**config.mk**
```make
export PLATFORM = sky130hd
export DESIGN_NAME = fetch_pc_unit
export DESIGN_NICKNAME = d
export VERILOG_FILES = /design/src/rtl/fetch_pc_unit.sv
export SDC_FILE = /design/constraint.sdc
export NUM_CORES = 1
export LEC_CHECK = 0
export BUFFER_PORTS_ARGS = -buffer_cell sky130_fd_sc_hd__buf_4
export CAP_MARGIN = 10
export CORE_MARGIN = 8
export CORE_UTILIZATION = 47
export DETAILED_ROUTE_END_ITERATION = 8
export HOLD_SLACK_MARGIN = 0.15
export PLACE_DENSITY = 0.74
export REMOVE_ABC_BUFFERS = 1
export SYNTH_ARGS = -nofsm -noshare
export SYNTH_HDL_FRONTEND = slang
export SYNTH_SLANG_ARGS = --single-unit
```
**constraint.sdc**
```tcl
create_clock -name clk -period 2.08 [get_ports clk]
set_clock_uncertainty 0.05 [all_clocks]
set_input_delay 0.104 -clock clk [delete_from_list [all_inputs] [get_ports clk]]
set_output_delay 0.104 -clock clk [all_outputs]
set_load 0.02 [all_outputs]
```
**src/rtl/fetch_pc_unit.sv**
```systemverilog
// IF-stage PC register and instruction-fetch sequencer feeding the IF/ID register.
// Latency: instruction lands in IF/ID on the edge that samples imem_ack (1/cycle at 0-wait).
// Backpressure: stall during ack parks the word in a 1-entry skid and drops imem_req until released.
module fetch_pc_unit #(
   parameter logic [31:0] RESET_PC  = 32'hBFC00000,
   parameter logic [31:0] NOP_INSTR = 32'h00000000
) (
   input  logic        clk,
   input  logic        rst_n,
   input  logic [31:0] next_pc,
   input  logic        redirect,
   input  logic        stall,
   output logic [31:0] pc,
   output logic [31:0] pc_plus4,
   output logic        imem_req,
   output logic [31:0] imem_addr,
   input  logic        imem_ack,
   input  logic [31:0] imem_rdata,
   output logic        ifid_valid,
   output logic [31:0] ifid_instr,
   output logic [31:0] ifid_pc4,
   output logic        misalign_err
);

   typedef enum logic [1:0] {BOOT, FETCH, HOLD} state_t;

   typedef struct packed {
      logic [31:0] instr;
      logic [31:0] pc4;
   } ifid_t;

   state_t      state, state_nxt;
   logic [31:0] pc_q;
   ifid_t       ifid_q, ifid_nxt;
   ifid_t       skid_q, skid_nxt;
   logic        vld_q, vld_nxt;
   logic        pc_load;
   logic        err_q;

   assign pc           = pc_q;
   assign pc_plus4     = pc_q + 32'd4;
   assign imem_req     = (state == FETCH);
   assign imem_addr    = pc_q;
   assign ifid_valid   = vld_q;
   assign ifid_instr   = ifid_q.instr;
   assign ifid_pc4     = ifid_q.pc4;
   assign misalign_err = err_q;

   always_comb begin
      state_nxt = state;
      pc_load   = 1'b0;
      ifid_nxt  = ifid_q;
      skid_nxt  = skid_q;
      vld_nxt   = vld_q;
      case (state)
         BOOT: state_nxt = FETCH;
         FETCH: begin
            if (imem_ack && !stall) begin
               ifid_nxt = '{instr: imem_rdata, pc4: pc_plus4};
               vld_nxt  = 1'b1;
               pc_load  = 1'b1;
            end else if (imem_ack) begin
               skid_nxt  = '{instr: imem_rdata, pc4: pc_plus4};
               state_nxt = HOLD;
            end else if (!stall) begin
               vld_nxt = 1'b0;
            end
         end
         HOLD: begin
            if (!stall) begin
               ifid_nxt  = skid_q;
               vld_nxt   = 1'b1;
               pc_load   = 1'b1;
               state_nxt = FETCH;
            end
         end
         default: state_nxt = BOOT;
      endcase
      // Redirect beats stall and ack; any in-flight or parked word is discarded.
      if (redirect && state != BOOT) begin
         pc_load        = 1'b1;
         vld_nxt        = 1'b0;
         ifid_nxt.instr = NOP_INSTR;
         skid_nxt       = '0;
         state_nxt      = FETCH;
      end
   end

   always_ff @(posedge clk or negedge rst_n) begin
      if (!rst_n) begin
         state  <= BOOT;
         pc_q   <= RESET_PC;
         ifid_q <= '{instr: NOP_INSTR, pc4: 32'd0};
         skid_q <= '0;
         vld_q  <= 1'b0;
         err_q  <= 1'b0;
      end else begin
         state  <= state_nxt;
         ifid_q <= ifid_nxt;
         skid_q <= skid_nxt;
         vld_q  <= vld_nxt;
         err_q  <= pc_load && (next_pc[1:0] != 2'b00);
         if (pc_load)
            pc_q <= {next_pc[31:2], 2'b00};
      end
   end

endmodule
```
==> flow_metrics.py <==
metrics = {
    "global_route": {
        "grt_use_total_pct": 23.4,
        "grt_max_degree": 50,
        "antenna_found_initial": 0,
        "grt_pass1_vias": 7259,
        "overflow": 0,
        "grt_pass1_wl_mm": 38.0,
    },
    "sta": {
        "max_slew_margin_pct": 66.5,
        "fin_crit_sh_pct": 107,
        "fmaxAchievable_ghz": 0.449,
        "hold_viol": 0,
        "drv_slew": 0,
        "setup_viol": 18,
        "layout_min_cycle_time_ns": 2.23,
        "tns_ns": -1.48,
        "tightest_slew_ns": 0.503,
        "postLayoutSetupSlackWorst_ns": -0.148,
        "rsz0062_at_grt": "true",
    },
    "routing": {
        "wl_per_cell_um": 18.2,
        "firstDrtPassIters": 5,
        "ant_nets": 0,
        "drc": 0,
        "num_vias": 6923,
        "wl_mm": 24.3,
        "first_iter_violations": 390,
        "avgViaCountPerCell": 5.19,
    },
    "finish": {
        "drive_gt1_share_pct": 41.7,
        "final_area_sq_um": 11600,
        "n_antenna_cell": 0,
        "layout_commonest_cell": "buf_4",
        "final_cell_mix": "282 x buf_4, 142 x dfrtp_1, 122 x nand2_1, 73 x o21ai_0, 68 x dlygate4sd3_1",
        "syn2layout_area_growth_pct": 50.2,
        "utilization_pct": 71.0,
        "nNetsFinal": 1175,
    },
    "worst_setup_path": {
        "end_kind": "output port",
        "critical-path-max-stage-delay_ns": 0.37,
        "crit_family": "simple AND/OR/NAND/NOR gates",
        "cp_max_fo": 5,
        "cpMaxStageDelayCell": "dfrtp_1",
        "arrival_ns": 2.07,
        "cp_cell_sequence": "ha_2, nand4_1, nor2_4, buf_4, a31oi_4, or2_4, buf_6",
        "critical_path_class": "register to output port",
        "startpoint_type": "register",
        "critPathBufInv": 2,
        "cp.required_ns": 1.93,
    },
    "yosys": {
        "synth.avg_cell_area_sq_um": 9.88,
        "ys.flop_type": "dfrtp_1",
        "ys_seq_area_share_pct": 51.3,
        "syn_inst": 782,
        "synthArstFlopShare_pct": 100,
        "synth_edf_count": 0,
        "synth_seq_cells": 158,
        "netlist-cell-type-count": 45,
        "syn_area_sq_um": 7720,
        "yosysWarningCount": 0,
    },
    "power_and_ir_drop": {
        "clkPwrFrac_pct": 15.3,
        "netSwitchingPower_mw": 8.36,
        "leakage_nw": 5.47,
        "swShare_pct": 42.4,
        "intPower_mw": 11.3,
        "p_per_area_nw_per_um2": 1700,
        "vdd_drop_max_mv": 1.14,
        "p_seq_share_pct": 28.6,
        "comb_power_share_pct": 56.1,
    },
    "clock_tree": {
        "numCtsBuffers": 17,
        "clk_pin_slew_ns": 0.06,
        "numClockSinks": 158,
        "root_buffer": "clkbuf_16",
        "clk_path_buf_depth": 2,
        "worstSkewPairLatency_ns": 0.42,
        "h-tree-depth": 4,
        "cts_tree": "done",
    },
    "place": {
        "dpl_cell_area_sq_um": 9700,
        "hpwl_mm": 15.7,
        "port_buffers": 223,
        "gp_congestion": 0.857,
    },
    "floorplan": {
        "die_area_sq_um": 20800,
        "rows": 47,
        "io_pins": 232,
        "die_width_um": 144,
        "initial_core_util_pct": 47.2,
        "core_sq_um": 16300,
        "fp.dieH_um": 144,
    },
    "run_status": {
        "violations": "setup timing",
        "outcome": "complete, but fails checks",
    },
    "run": {
        "drv_cap": 0,
    },
    "min_path": {
        "hold_path_class": "input pin to asynchronous set/reset pin",
    },
}
-- routing by layer --
layer,global-route usage [%],vias up,share of wire (%)
met5,0,-,0
met4,7.61,0,1.3
met3,6.31,24,7.5
met2,39.1,268,50
met1,28.9,3388,41
li1,-,3243,-
-- flip-flops by register name, indices dropped and copies added, names as in the netlist --
name and count:
misalign_err 1, ifid_pc4 30, imem_addr 30, skid_q 62, state 2, ifid_instr 32, ifid_valid 1
-- per-stage QoR --
step | setup WS (ns) | hold slack (ns) | total power [mW] | std cells
after CTS | -0.151 | 0.160 | 19.3 | 1323
after detailed placement | 0.0971 | 0.0300 | 15.6 | 1197
after global routing | -0.271 | 0.199 | 20.8 | 1334
after floorplan | -2.38 | -0.242 | 11.0 | 706
final | -0.148 | 0.162 | 19.7 | 1334
after global placement | 0.138 | 0.0320 | 15.3 | 1197
-- synth_stat cells, types with 3 or more instances --
cell      instances  area share [%]
xor2_1           19             2.2
o21ai_0          73             4.7
and3_1            8            0.65
xnor2_1           6            0.68
o22ai_1          11            0.89
mux2_2           59             8.6
clkbuf_1         30             1.5
nand3_1          16             1.0
nand2b_1          5            0.40
dfrtp_1         149              48
nand2_1         124             6.0
and4_1            4            0.45
dfstp_2           9             3.1
nand4_1          12            0.97
nor2_1           62             3.0
nor3_1            4            0.26
ha_1              5            0.81
a22o_1            6            0.68
mux2i_1          33             4.3
a21oi_1          24             1.6
buf_4            38             3.7
and2_1            3            0.24
buf_1             3            0.15
inv_1            26             1.3
buf_2            11            0.71
o21ai_1          16             1.0
nor4_1            4            0.32
o31ai_1           4            0.39
-- path summary, 6_finish.rpt --
check	from	endpoint	slack [ns]	depth (start not counted)
setup / recovery	imem_addr[3]	pc_plus4[20]	-0.15	7
hold / removal	rst_n	ifid_instr[7]	0.16	2
setup reg to reg	state[1]	imem_addr[8]	0.07	6
hold reg to reg	skid_q[9]	skid_q[9]	0.42	2
max in group asynchronous	rst_n	imem_addr[22]	1.07	3
min in group clk	next_pc[2]	imem_addr[2]	0.38	4
-- cell families (layout without fill, tap and decap cells) --
kind of cell	count (synthesis)	after routing	share of synthesized area, %
XOR/XNOR	25	25	2.83
buffers and inverters	109	434	7.42
other	1	8	0.0486
AND/OR/NAND/NOR	249	249	14.4
adder cells (fa/ha/maj)	5	5	0.810
AO/OA/AOI/OAI	143	143	10.2
flip-flops	158	158	51.3
multiplexers	92	92	12.9
-- repair_timing --
item | in CTS | in global routing
hold buffers | 68 | 0
endpoints found under the setup margin | 23 | 83
endpoints found under the hold margin | 258 | 0
setup buffers | 26 | 11
pin swaps | 16 | 17
gates resized for setup | 50 | 27
-- power by group through the flow --
stage	Sequential, mW	Clock, mW	Combinational [mW]
global route	5.80	3.19	11.9
global placement	5.55	0	9.79
finish	5.63	3.02	11.1
floorplan	7.04	0	3.92
detailed placement	5.62	0	9.94
CTS	5.58	3.07	10.7
-- cell type report --
cell class | instances | area [sq um]
fill | 1176 | 4740
clock inverter | 6 | 60.1
inverter | 26 | 97.6
tap | 220 | 275
sequential | 158 | 3970
clock buffer | 26 | 509
multi-input combinational | 522 | 3540
timing repair buffer | 376 | 3140
(Power assumes the default switching activity.)
